==> src/rtl/wb_excp_commit_pkg.sv <==
// rtl/wb_excp_commit_pkg.sv - shared encodings for the writeback commit controller
// Purpose: CSR op encoding, exception codes, ms_excp bit positions, CSR numbers
//          and the commit FSM state type.
// Ports:   none (package).
package wb_excp_commit_pkg;

  typedef enum logic [1:0] {
    CSR_OP_NONE = 2'b00,
    CSR_OP_RD   = 2'b01,
    CSR_OP_WR   = 2'b10,
    CSR_OP_XCHG = 2'b11
  } csr_op_e;

  // Bit positions inside ms_excp = {ale, sys, brk, ine, adef}
  localparam int EXCP_ADEF = 0;
  localparam int EXCP_INE  = 1;
  localparam int EXCP_BRK  = 2;
  localparam int EXCP_SYS  = 3;
  localparam int EXCP_ALE  = 4;
  localparam int EXCP_W    = 5;

  localparam logic [5:0] ECODE_INT  = 6'h00;
  localparam logic [5:0] ECODE_ADEF = 6'h08;
  localparam logic [5:0] ECODE_ALE  = 6'h09;
  localparam logic [5:0] ECODE_SYS  = 6'h0B;
  localparam logic [5:0] ECODE_BRK  = 6'h0C;
  localparam logic [5:0] ECODE_INE  = 6'h0D;

  localparam logic [2:0] ESUBCODE_NONE = 3'd0;

  localparam logic [13:0] CSR_CRMD   = 14'h0000;
  localparam logic [13:0] CSR_PRMD   = 14'h0001;
  localparam logic [13:0] CSR_ECFG   = 14'h0004;
  localparam logic [13:0] CSR_ESTAT  = 14'h0005;
  localparam logic [13:0] CSR_ERA    = 14'h0006;
  localparam logic [13:0] CSR_EENTRY = 14'h000C;
  localparam logic [13:0] CSR_SAVE0  = 14'h0030;

  typedef enum logic {
    ST_IDLE  = 1'b0,
    ST_REDIR = 1'b1
  } commit_state_e;

endpackage

==> src/rtl/wb_excp_commit_excp_prio_enc.sv <==
// rtl/wb_excp_commit_excp_prio_enc.sv - exception priority encoder
// Purpose: picks the highest-priority cause among the interrupt and the
//          instruction's exception bits (INT > ADEF > INE > SYS > BRK > ALE).
// Ports:   int_req  in  1  pending interrupt for the resident instruction
//          excp_vec in  5  {ale, sys, brk, ine, adef}
//          any      out 1  some cause present
//          ecode    out 6  exception code of the winner (0 when none)
//          esubcode out 3  exception subcode of the winner
module excp_prio_enc
  import wb_excp_commit_pkg::*;
(
  input  logic               int_req,
  input  logic [EXCP_W-1:0]  excp_vec,
  output logic               any,
  output logic [5:0]         ecode,
  output logic [2:0]         esubcode
);

  always_comb begin
    any      = 1'b1;
    ecode    = ECODE_INT;
    esubcode = ESUBCODE_NONE;
    if (int_req) begin
      ecode = ECODE_INT;
    end else if (excp_vec[EXCP_ADEF]) begin
      ecode = ECODE_ADEF;
    end else if (excp_vec[EXCP_INE]) begin
      ecode = ECODE_INE;
    end else if (excp_vec[EXCP_SYS]) begin
      ecode = ECODE_SYS;
    end else if (excp_vec[EXCP_BRK]) begin
      ecode = ECODE_BRK;
    end else if (excp_vec[EXCP_ALE]) begin
      ecode = ECODE_ALE;
    end else begin
      any   = 1'b0;
      ecode = 6'h00;
    end
  end

endmodule

==> src/rtl/wb_excp_commit.sv <==
// rtl/wb_excp_commit.sv - writeback-stage commit, CSR access and exception flush
// Purpose: holds one retiring instruction, issues its CSR read/write and GR
//          writeback, turns exceptions/ertn/interrupt into one-cycle flush
//          pulses and then holds a registered PC redirect until fetch takes it.
// Ports:   clk, reset (sync, active-high)
//          ms_*            in   instruction offered by MEM, ws_allowin out
//          csr_*           out  CSR access, csr_rdata in (combinational)
//          excp_flush, ertn_flush, ecode, esubcode, epc  out  flush report
//          era, eentry, has_int  in  from the CSR file
//          rf_we, rf_waddr, rf_wdata  out  GR writeback
//          ws_flush        out  kill younger instructions
//          redirect_valid/redirect_pc out, redirect_ready in  fetch redirect
module wb_excp_commit
  import wb_excp_commit_pkg::*;
(
  input  logic        clk,
  input  logic        reset,
  input  logic        ms_to_ws_valid,
  output logic        ws_allowin,
  input  logic [31:0] ms_pc,
  input  logic [1:0]  ms_csr_op,
  input  logic [13:0] ms_csr_num,
  input  logic [31:0] ms_rj,
  input  logic [31:0] ms_rkd,
  input  logic        ms_gr_we,
  input  logic [4:0]  ms_dest,
  input  logic [31:0] ms_result,
  input  logic [4:0]  ms_excp,
  input  logic        ms_ertn,
  output logic        csr_we,
  output logic [13:0] csr_num,
  output logic [31:0] csr_wmask,
  output logic [31:0] csr_wdata,
  input  logic [31:0] csr_rdata,
  output logic        excp_flush,
  output logic        ertn_flush,
  output logic [5:0]  ecode,
  output logic [2:0]  esubcode,
  output logic [31:0] epc,
  input  logic [31:0] era,
  input  logic [31:0] eentry,
  input  logic        has_int,
  output logic        rf_we,
  output logic [4:0]  rf_waddr,
  output logic [31:0] rf_wdata,
  output logic        ws_flush,
  output logic        redirect_valid,
  input  logic        redirect_ready,
  output logic [31:0] redirect_pc
);

  logic        ws_valid;
  logic [31:0] ws_pc;
  logic [1:0]  ws_csr_op;
  logic [13:0] ws_csr_num;
  logic [31:0] ws_rj;
  logic [31:0] ws_rkd;
  logic        ws_gr_we;
  logic [4:0]  ws_dest;
  logic [31:0] ws_result;
  logic [4:0]  ws_excp_vec;
  logic        ws_ertn_bit;

  commit_state_e state, state_n;

  logic        ws_int;
  logic        ws_excp;
  logic        ws_ertn;
  logic        flush_now;
  logic        is_csr_write;
  logic        ws_accept;
  logic [5:0]  enc_ecode;
  logic [2:0]  enc_esubcode;

  // The captured fields linger after commit; only ws_valid makes them live.
  assign ws_int = ws_valid && has_int;

  excp_prio_enc u_excp_prio_enc (
    .int_req  (ws_int),
    .excp_vec (ws_valid ? ws_excp_vec : 5'b0),
    .any      (ws_excp),
    .ecode    (enc_ecode),
    .esubcode (enc_esubcode)
  );

  assign ws_ertn   = ws_valid && ws_ertn_bit && !ws_excp;
  assign flush_now = ws_excp || ws_ertn;
  assign ws_accept = ms_to_ws_valid && ws_allowin;

  // WB register: every resident instruction commits in its single WB cycle,
  // so ws_valid simply follows the accept of the previous cycle.
  always_ff @(posedge clk) begin
    if (reset) begin
      ws_valid    <= 1'b0;
      ws_pc       <= '0;
      ws_csr_op   <= CSR_OP_NONE;
      ws_csr_num  <= '0;
      ws_rj       <= '0;
      ws_rkd      <= '0;
      ws_gr_we    <= 1'b0;
      ws_dest     <= '0;
      ws_result   <= '0;
      ws_excp_vec <= '0;
      ws_ertn_bit <= 1'b0;
    end else begin
      ws_valid <= ws_accept;
      if (ws_accept) begin
        ws_pc       <= ms_pc;
        ws_csr_op   <= ms_csr_op;
        ws_csr_num  <= ms_csr_num;
        ws_rj       <= ms_rj;
        ws_rkd      <= ms_rkd;
        ws_gr_we    <= ms_gr_we;
        ws_dest     <= ms_dest;
        ws_result   <= ms_result;
        ws_excp_vec <= ms_excp;
        ws_ertn_bit <= ms_ertn;
      end
    end
  end

  always_ff @(posedge clk) begin
    if (reset) begin
      state <= ST_IDLE;
    end else begin
      state <= state_n;
    end
  end

  always_comb begin
    state_n        = state;
    ws_allowin     = 1'b0;
    redirect_valid = 1'b0;
    unique case (state)
      ST_IDLE: begin
        ws_allowin = !flush_now;
        if (flush_now) begin
          state_n = ST_REDIR;
        end
      end
      ST_REDIR: begin
        redirect_valid = 1'b1;
        if (redirect_ready) begin
          state_n = ST_IDLE;
        end
      end
      default: state_n = ST_IDLE;
    endcase
  end

  // Target is sampled from the CSR file in the flush cycle and then frozen.
  always_ff @(posedge clk) begin
    if (reset) begin
      redirect_pc <= '0;
    end else if (state == ST_IDLE && flush_now) begin
      redirect_pc <= ws_excp ? eentry : era;
    end
  end

  assign excp_flush = ws_excp;
  assign ertn_flush = ws_ertn;
  assign ecode      = enc_ecode;
  assign esubcode   = enc_esubcode;
  assign epc        = ws_excp ? ws_pc : 32'h0;
  assign ws_flush   = flush_now || (state == ST_REDIR);

  assign is_csr_write = (ws_csr_op == CSR_OP_WR) || (ws_csr_op == CSR_OP_XCHG);
  assign csr_we       = ws_valid && !flush_now && is_csr_write;
  assign csr_num      = ws_csr_num;
  assign csr_wmask    = !csr_we ? 32'h0 :
                        (ws_csr_op == CSR_OP_XCHG) ? ws_rj : 32'hFFFF_FFFF;
  assign csr_wdata    = csr_we ? ws_rkd : 32'h0;

  // CSR ops return the pre-write value, read combinationally this cycle.
  assign rf_we    = ws_valid && ws_gr_we && !ws_excp;
  assign rf_waddr = ws_dest;
  assign rf_wdata = (ws_csr_op != CSR_OP_NONE) ? csr_rdata : ws_result;

endmodule

==> config.mk <==
export PLATFORM = sky130hd
export DESIGN_NAME = wb_excp_commit
export DESIGN_NICKNAME = d
export VERILOG_FILES = /design/src/rtl/wb_excp_commit_pkg.sv /design/src/rtl/wb_excp_commit_excp_prio_enc.sv /design/src/rtl/wb_excp_commit.sv
export SDC_FILE = /design/constraint.sdc
export NUM_CORES = 1
export LEC_CHECK = 0
export BUFFER_PORTS_ARGS = -buffer_cell sky130_fd_sc_hd__buf_2
export CAP_MARGIN = 15
export CORE_AREA = 2 2 176 178
export DETAILED_ROUTE_END_ITERATION = 8
export DIE_AREA = 0 0 178 180
export PLACE_DENSITY_LB_ADDON = 0.08
export SLEW_MARGIN = 40
export SYNTH_ARGS = -nofsm -noshare
export SYNTH_HDL_FRONTEND = slang
export SYNTH_SLANG_ARGS = --single-unit
==> constraint.sdc <==
create_clock -name clk -period 6.84 [get_ports clk]
set_clock_uncertainty 0.05 [all_clocks]
set_input_delay 1.368 -clock clk [delete_from_list [all_inputs] [get_ports clk]]
set_output_delay 1.368 -clock clk [all_outputs]
set_load 0.005 [all_outputs]
Word-level counts from Yosys, hierarchy flattened
Cells that the tools add are included.
{"block": "totals", "register_bits": 190, "inputBits": 257, "output_inout_bits": 195}
{"block": "classes", "n_eq_ne": 2, "mux": 24, "bitwise_logic": 1, "n_reduce_logical": 15}
{"op": "two-way mux 32 bit", "count": 6}
{"op": "two-way mux 6 bit", "count": 5}
{"op": "two-way mux 1 bit", "count": 10}
{"op": "logical AND 1 bit", "count": 9}
{"op": "two-way mux 5 bit", "count": 1}
{"op": "equality test 2 bit (second input constant)", "count": 2}
{"op": "two-way mux 4 bit", "count": 1}
{"op": "logical OR 1 bit", "count": 3}
{"op": "zero test 1 bit", "count": 2}
{"op": "case mux 1 bit (2 select lines)", "count": 1}
{"op": "nonzero test 2 bit", "count": 1}
{"op": "NOT 1 bit", "count": 1}

Logic depth before layout (Yosys ltp)
Gate-level depths: netlist of the first run.
{"block": "depth", "ltp_word": 14, "ltp_mapped": 7}

Cells and area by module
Synthesis of the first run repeated with hierarchy kept, for this count alone.
{"block": "hier_totals", "cells_unflattened": 1040, "area_unflattened_um2": 9995.8}
{"module": "wb_excp_commit", "instances": 1, "cells_per_inst": 1023, "area_per_inst_um2": 9888.2, "seq_area_each_um2": 3803.6}
{"module": "excp_prio_enc", "instances": 1, "cells_per_inst": 17, "area_per_inst_um2": 107.6, "seq_area_each_um2": 0.0}

Least setup slack after synthesis of the first run
No wires, ideal clock.
{"block": "synth_timing", "path_type": "input to output", "from": "in has_int", "to": "out csr_wdata[10]", "t_arrival_ns": 2.422, "setup_slack_ns": 3.000, "stages": 6, "path_buffers": 2, "cell_sequence": "nand2b_1 nor3_1 and3b_1 buf_2 clkbuf_1 and2_1"}
{"block": "synth_via", "elab_chain_len": 9}
{"item": "from (decl)", "line": "wb_excp_commit.sv:42", "rtl": "input logic has_int,"}
{"item": "logical AND 1 bit (*)", "line": "wb_excp_commit.sv:76", "rtl": "assign ws_int = ws_valid && has_int;"}
{"item": "two-way mux 1 bit (*)", "line": "wb_excp_commit_excp_prio_enc.sv:23", "rtl": "if (int_req) begin"}
{"item": "zero test 1 bit", "line": "wb_excp_commit.sv:86", "rtl": "assign ws_ertn = ws_valid && ws_ertn_bit && !ws_excp;"}
{"item": "logical AND 1 bit", "line": "wb_excp_commit.sv:86"}
{"item": "logical OR 1 bit (*)", "line": "wb_excp_commit.sv:87", "rtl": "assign flush_now = ws_excp || ws_ertn;"}
{"item": "zero test 1 bit (*)", "line": "wb_excp_commit.sv:168", "rtl": "assign csr_we = ws_valid && !flush_now && is_csr_write;"}
{"item": "logical AND 1 bit (*) (2 in a row)", "line": "wb_excp_commit.sv:168"}
{"item": "two-way mux 32 bit (*)", "line": "wb_excp_commit.sv:172", "rtl": "assign csr_wdata = csr_we ? ws_rkd : 32'h0;"}
{"item": "to (decl)", "line": "wb_excp_commit.sv:33", "rtl": "output logic [31:0] csr_wdata,"}
Every way passes the cells marked *; elsewhere a longest branch is shown, timed or not.

Final worst setup path of the first run
{"block": "layout_timing", "from": "in has_int", "to": "out csr_wdata[0]"}
Same word-level chain as after synthesis.

==> impl_results.md, run 1 <==
- Core area: 30200 um2
- CTS tree: built
- Crit path arrival time: 2990 ps
- CTS hold repair buffers: 0
- Detail Route met2 WL: 16.8 mm
- Worst hold path type: reg2reg
- Setup TNS Final: 0 ps
- Initial Util: 0.330
- Clk buf depth: 2
- Global route total overflow: 0
- Final Max Slew Viols: 0
- Max Cap Viol: 0
- Final Hold Viols: 0
- Synth cell types: 36
- H-tree depth: 4
- YS warnings: 0
- Final worst slack: 2430 ps
- Hold path endpoint: ws_pc[18]
- Post-Route M1 WL: 14.6 mm
- Worst reg2reg setup slack: 3380 ps
- Num CTS Buffers: 17
- Int Pwr: 2.02 mW
- Adder-Cell Fraction of Synth Area: 0
- Net Sw Power: 848 uW
- Max VDD drop: 0.158 mV
- Pwr/cell area: 222 nW/um2
- Top sig layer: met5
- ANT nets after route: 0
- Post_cts resized: 0
- Hold Path Stages: 2
- Vias: 9341
- Worst Setup End Kind: output port
- Layout cell share with drive strength beyond 1: 0.410
- Largest family of logic cells by synthesized area: simple AND/OR/NAND/NOR gates
- WL/cell: 18.7 um
- All-layer global routing usage: 0.207
- Initial antenna violation count: 13
- Detailed Routing Iterations Pass 1: 5
- Slew headroom: 0.457
- Post-synthesis compound-gate area fraction: 0.153
- Leakage: 5.48 nW
- RR Endpoint: ws_pc[29]
- Chip Height: 180 um
- Layout area overhead: 29.7%
- Gate power share: 0.198
- Clock slew at reported path FFs: 70 ps
- Clk pwr share: 0.364
- Post-synthesis sequential area ratio: 0.382
- Vias/cell: 5.06
- Switch share: 0.295
- Worst slack, placed: 2380 ps
- Clock latency on the worst-skew pair: 440 ps
- Clk sinks: 190
- Status: finished clean
- CTS root buf: clkbuf_16
- Max Clock Freq: 227 MHz
- Std-Cell Rows: 64
- Unrepaired setup endpoints after global routing: false
- Worst setup path class: in2out
- Simple-gate portion of the synthesized area: 0.364
- DR iter-0 viols: 589
- Vias in the first global route: 8911
- Largest net degree at the start of global routing: 129
- Top Ports: 452
- Syn_area_per_cell: 9.22 um2
- R2R cell count: 8
- CP max FO: 65
- Register bit total from synthesis: 190
- Mux cell area share after synthesis: 0.0362
- Post-synthesis xor/xnor area fraction: 0
- Hpwl dp: 23.0 mm
- Final setup viols: 0
- Tcrit/Tclk final: 0.645
- HP Start: ws_pc[18]
- First-pass GRT wire length: 51.9 mm
- Routed WL: 34.5 mm
- Worst setup SP type: input port
- Fin crit period: 4410 ps
- Mapped Cells: 1081
- Syn Std Cell Area: 9960 um2
- WP data required: 5420 ps
- Post-CTS Setup Repair Bufs: 0
- Met3 wire length: 2.45 mm
- Drt drc: 0
- GP Congestion: 0.795
- Chip width: 178 um
- PortBufs: 446
- Die ar.: 32000 um2
- Worst Tran Pin Value: 814 ps
- Seq pwr share: 0.438
- FF-to-FF Start: ws_ertn_bit
- WHS: 411 ps
- Final #Nets: 1686
- Setup crit start: has_int
## through the flow
step	util	instances	total power, mW	area [um2]
floorplan	-	1085	1.62	9980
finish	0.428	1846	2.87	12900
CTS	0.427	1837	2.91	12900
global placement	0.404	1803	1.84	12200
detailed placement	0.407	1805	1.85	12300
global route	0.428	1845	3.02	12900
## synth_stat cells
master,number,area share
a211oi_1,2,0.0015
a21bo_2,1,0.0010
a21oi_1,2,0.0010
a221oi_1,5,0.0044
a221oi_2,27,0.041
and2_1,36,0.023
and3_1,32,0.020
and3b_1,1,0.00088
buf_1,1,0.00038
buf_2,27,0.014
buf_4,16,0.012
buf_6,4,0.0045
clkbuf_1,89,0.034
conb_1,1,0.00038
dfxtp_1,190,0.38
inv_1,3,0.0011
mux2_2,32,0.036
nand2_1,1,0.00038
nand2b_1,188,0.12
nand3_1,1,0.00050
nand4b_1,155,0.14
nor2_1,38,0.014
nor2b_1,1,0.00063
nor3_1,2,0.0010
nor4b_1,5,0.0044
nor4b_2,27,0.041
o21a_1,32,0.024
o21ai_0,10,0.0050
o21ai_1,144,0.072
o21ai_2,1,0.00088
o22ai_2,1,0.0013
o31ai_1,1,0.00075
or2_2,1,0.00063
or3_1,1,0.00063
or4_1,2,0.0015
or4_4,1,0.0011
## per-layer routing
layer,vias to the layer above,GRT usage
li1,4587,-
met1,4388,0.255
met2,326,0.347
met3,36,0.0529
met4,4,0.0715
met5,-,0
## critical path: stages
cell,delay (ps)
buf_2,110
nand2b_1,160
nor3_1,270
and3b_4,680
and2_1,230
buf_2,110
## cell families after synthesis
family                 count (synthesis)
and+or+nand+nor                      492
AOI/OAI and AO/OA                    226
DFF                                  190
buffers and inverters                140
muxes                                 32
other                                  1
## layout by cell type, fill, tap and decap left out, drive strengths merged, types with 2 or more instances in the layout
cell type	instances
inv	8
mux2	32
or4	3
clkbuf	19
and3	32
nor3	2
nor4b	32
clkinv	3
o21ai	155
diode	8
buf	462
dfxtp	190
conb	5
bufinv	2
nor2	38
a21oi	2
a221oi	32
nand2b	188
nand4b	155
o21a	32
and2	36
a211oi	2
clkinvlp	3
## sequential cells by signal (all words and copies together) (netlist names)
signal	count
ws_pc	32
ws_excp_vec	5
ws_result	32
ws_rj	32
ws_ertn_bit	1
ws_csr_op	2
redirect_pc	32
rf_waddr	5
ws_rkd	32
state	1
ws_valid	1
csr_num	14
ws_gr_we	1
## power by group through the flow
| stage | registers (mW) | clock network [mW] | logic, mW |
|---|---|---|---|
| final | 1.26 | 1.04 | 0.568 |
| after global routing | 1.27 | 1.13 | 0.624 |
| after CTS | 1.26 | 1.08 | 0.573 |
| after detailed placement | 1.28 | 0 | 0.571 |
| after global placement | 1.28 | 0 | 0.558 |
| after floorplan | 1.27 | 0 | 0.355 |
## final cells by class
type,count,area [um2]
inverter,3,11.3
sequential,190,3800
tap,396,495
timing repair buffer,462,2420
fill,3097,17300
clock inverter,13,151
multi-input combinational,755,5570
clock buffer,19,453
antenna,8,20.0
## worst max path at each step
stage                    end  depth (start not counted)
2_1_floorplan  csr_wdata[10]                          6
3_3_place_gp    csr_wdata[4]                          6
3_5_place_dp       ws_pc[29]                          7
4_1_cts         csr_wdata[0]                          6
5_1_grt         csr_wdata[8]                          6
6_report        csr_wdata[0]                          6
(Power assumes the default switching activity.)
==> run 2: changes to the inputs <==
- clock period: 6.84 -> 4.58 ns (I/O delays scaled with it)
==> run 2 against run 1 <==
- non-clock buffer count up 1
- flip-flop and latch count unchanged
- combinational power up 49%
- clock power up 49%
- cell area about the same
- count of clock-buffer cells in the layout unchanged
- critical path type is now reg2out
- largest cell class unchanged
==> impl_results.md, run 2 (synthesis gave the netlist of run 1 again) <==
- Int Pwr: 3.02 mW (+49%)
- Cells along the critical path: or4_4, nor3_1, and3b_2, buf_4, and2_1, buf_2
- Global route total overflow: 0 (unchanged)
- Seq pwr share: 0.439 (about the same)
- Worst setup SP type: register
- CP max FO: 65 (unchanged)
- Drt drc: 0 (unchanged)
- Die ar.: 32000 um2 (unchanged)
- Max Clock Freq: 275 MHz
- Unrepaired setup endpoints after global routing: false
- Worst Setup End Kind: output port
- Worst hold path type: reg2reg
- Setup TNS Final: 0 ps (unchanged)
- First-pass GRT wire length: 52.0 mm (+0.21%)
- ANT nets after route: 0 (unchanged)
- Post_cts resized: 0 (unchanged)
- Max Cap Viol: 0 (unchanged)
- Worst reg2reg setup slack: 1890 ps (-1490 ps)
- Final setup viols: 0 (unchanged)
- DR iter-0 viols: 539 (-8.5%)
- Clock slew at reported path FFs: 80 ps (about the same)
- Initial antenna violation count: 17 (+4)
- Vias/cell: 5.02 (-0.80%)
- Chip Height: 180 um (unchanged)
- CP Depth: 6 (unchanged)
- Post-route cell area: 12900 um2 (about the same)
- Setup crit start: ws_excp_vec[4]
- Std-Cell Rows: 64 (unchanged)
- Most frequent cells in the layout: buf_2, dfxtp_1, nand2b_1, nand4b_1, o21ai_1
- Num CTS Buffers: 17 (unchanged)
- Commonest non-fill, non-tap cell in the layout: buf_2
- DP Area: 12300 um2 (+0.14%)
- Pwr/cell area: 331 nW/um2 (+49%)
- Switch share: 0.295 (-0.000763)
- CP top delay family: simple AND/OR/NAND/NOR gates
- Vias in the first global route: 8952 (+0.46%)
- Net Sw Power: 1.26 mW (+49%)
- Max VDD drop: 0.220 mV (+39%)
- FF-to-FF Start: ws_excp_vec[4]
- Crit-path max cell delay: 560 ps (-120 ps)
- Leakage: 5.49 nW (+0.25%)
- Clk sinks: 190 (unchanged)
- CTS root buf: clkbuf_16
- CTS hold repair buffers: 0 (unchanged)
- Layout area overhead: 29.8% (about the same)
- Final Hold Viols: 0 (unchanged)
- Final #Nets: 1687 (+0.059%)
- Initial Util: 0.330 (unchanged)
- Gate power share: 0.198 (about the same)
- Crit path arrival time: 2670 ps (-320 ps)
- Chip width: 178 um (unchanged)
- Layout cell share with drive strength beyond 1: 0.410 (about the same)
- Detailed Routing Iterations Pass 1: 4 (-1)
- Hold Path Stages: 2 (unchanged)
- Clock latency on the worst-skew pair: 430 ps (about the same)
- Core area: 30200 um2 (unchanged)
- Final Max Slew Viols: 0 (unchanged)
- Worst setup path class: reg2out
- All-layer global routing usage: 0.207 (-0.000424)
- Slew headroom: 0.460 (+0.00220)
- Hpwl dp: 23.0 mm (about the same)
- Routed WL: 34.4 mm (-0.23%)
- Largest net degree at the start of global routing: 149 (+16%)
- Clk pwr share: 0.363 (about the same)
- GP Congestion: 0.779 (-2.1%)
- Vias: 9301 (-0.43%)
- CTS tree: built
- Top Ports: 452 (unchanged)
- R2R cell count: 5 (-3)
- Worst Tran Pin Value: 811 ps (-3.30 ps)
- HP Start: csr_num[0]
- WP data required: 3610 ps (-1810 ps)
- Fin crit period: 3630 ps
- Post-CTS Setup Repair Bufs: 0 (unchanged)
- Worst path slowest cell: or4_4
- Status: finished clean
- Tcrit/Tclk final: 0.793
- PortBufs: 446 (unchanged)
- Clk buf depth: 2 (unchanged)
- Bufs and invs on worst path: 2 (unchanged)
- H-tree depth: 4 (unchanged)
- WL/cell: 18.6 um (-0.61%)
## run 2: cell count changes in the layout (fill, tap and decap cells not counted), sizes merged
| cell | delta |
|---|---|
| buf | +1 |
| clkinv | +2 |
| clkinvlp | -2 |
| diode | +6 |
## run 2: cell type report
type / count / area, um2
timing repair buffer: 463 / 2420
clock inverter: 13 / 153
tap: 396 / 495
sequential: 190 / 3800
inverter: 3 / 11.3
antenna: 14 / 35.0
clock buffer: 19 / 453
fill: 3101 / 17300
multi-input combinational: 755 / 5560
## run 2: metrics by stage
step | worst slack [ps] | total power, mW | instances | utilization | hold slack [ps]
after floorplan | 1640 | 2.42 | 1085 | - | 388
after global placement | 1190 | 2.76 | 1806 | 0.406 | 399
after detailed placement | 1080 | 2.77 | 1807 | 0.407 | 400
after CTS | 921 | 4.34 | 1839 | 0.427 | 412
after global routing | 791 | 4.50 | 1849 | 0.428 | 430
final | 947 | 4.28 | 1853 | 0.428 | 411
## run 2: worst paths after layout
kind | end
min | csr_num[0]
max reg2reg | redirect_pc[2]
min reg2reg | csr_num[0]
max | csr_wdata[7]
## run 2: per-layer routing
metal | track usage | vias up | share of wire | wire length, um
met5 | 0 | - | 0.0015 | 52
met4 | 0.0741 | 8 | 0.023 | 779
met3 | 0.0596 | 45 | 0.081 | 2790
met2 | 0.340 | 322 | 0.48 | 16400
met1 | 0.255 | 4332 | 0.42 | 14400
li1 | - | 4594 | - | -
## run 2: tightest hold or removal path, cell delays in order, from the launching register on
cell and delay (ps):
dfxtp_1 310, nand2b_1 60, o21ai_1 50
## run 2: power by group through the flow
stage,registers (mW),clock network [mW],logic (mW)
after global routing,1.89,1.67,0.933
after global placement,1.92,0,0.847
final,1.88,1.55,0.847
after detailed placement,1.92,0,0.855
after floorplan,1.89,0,0.531
after CTS,1.88,1.61,0.857
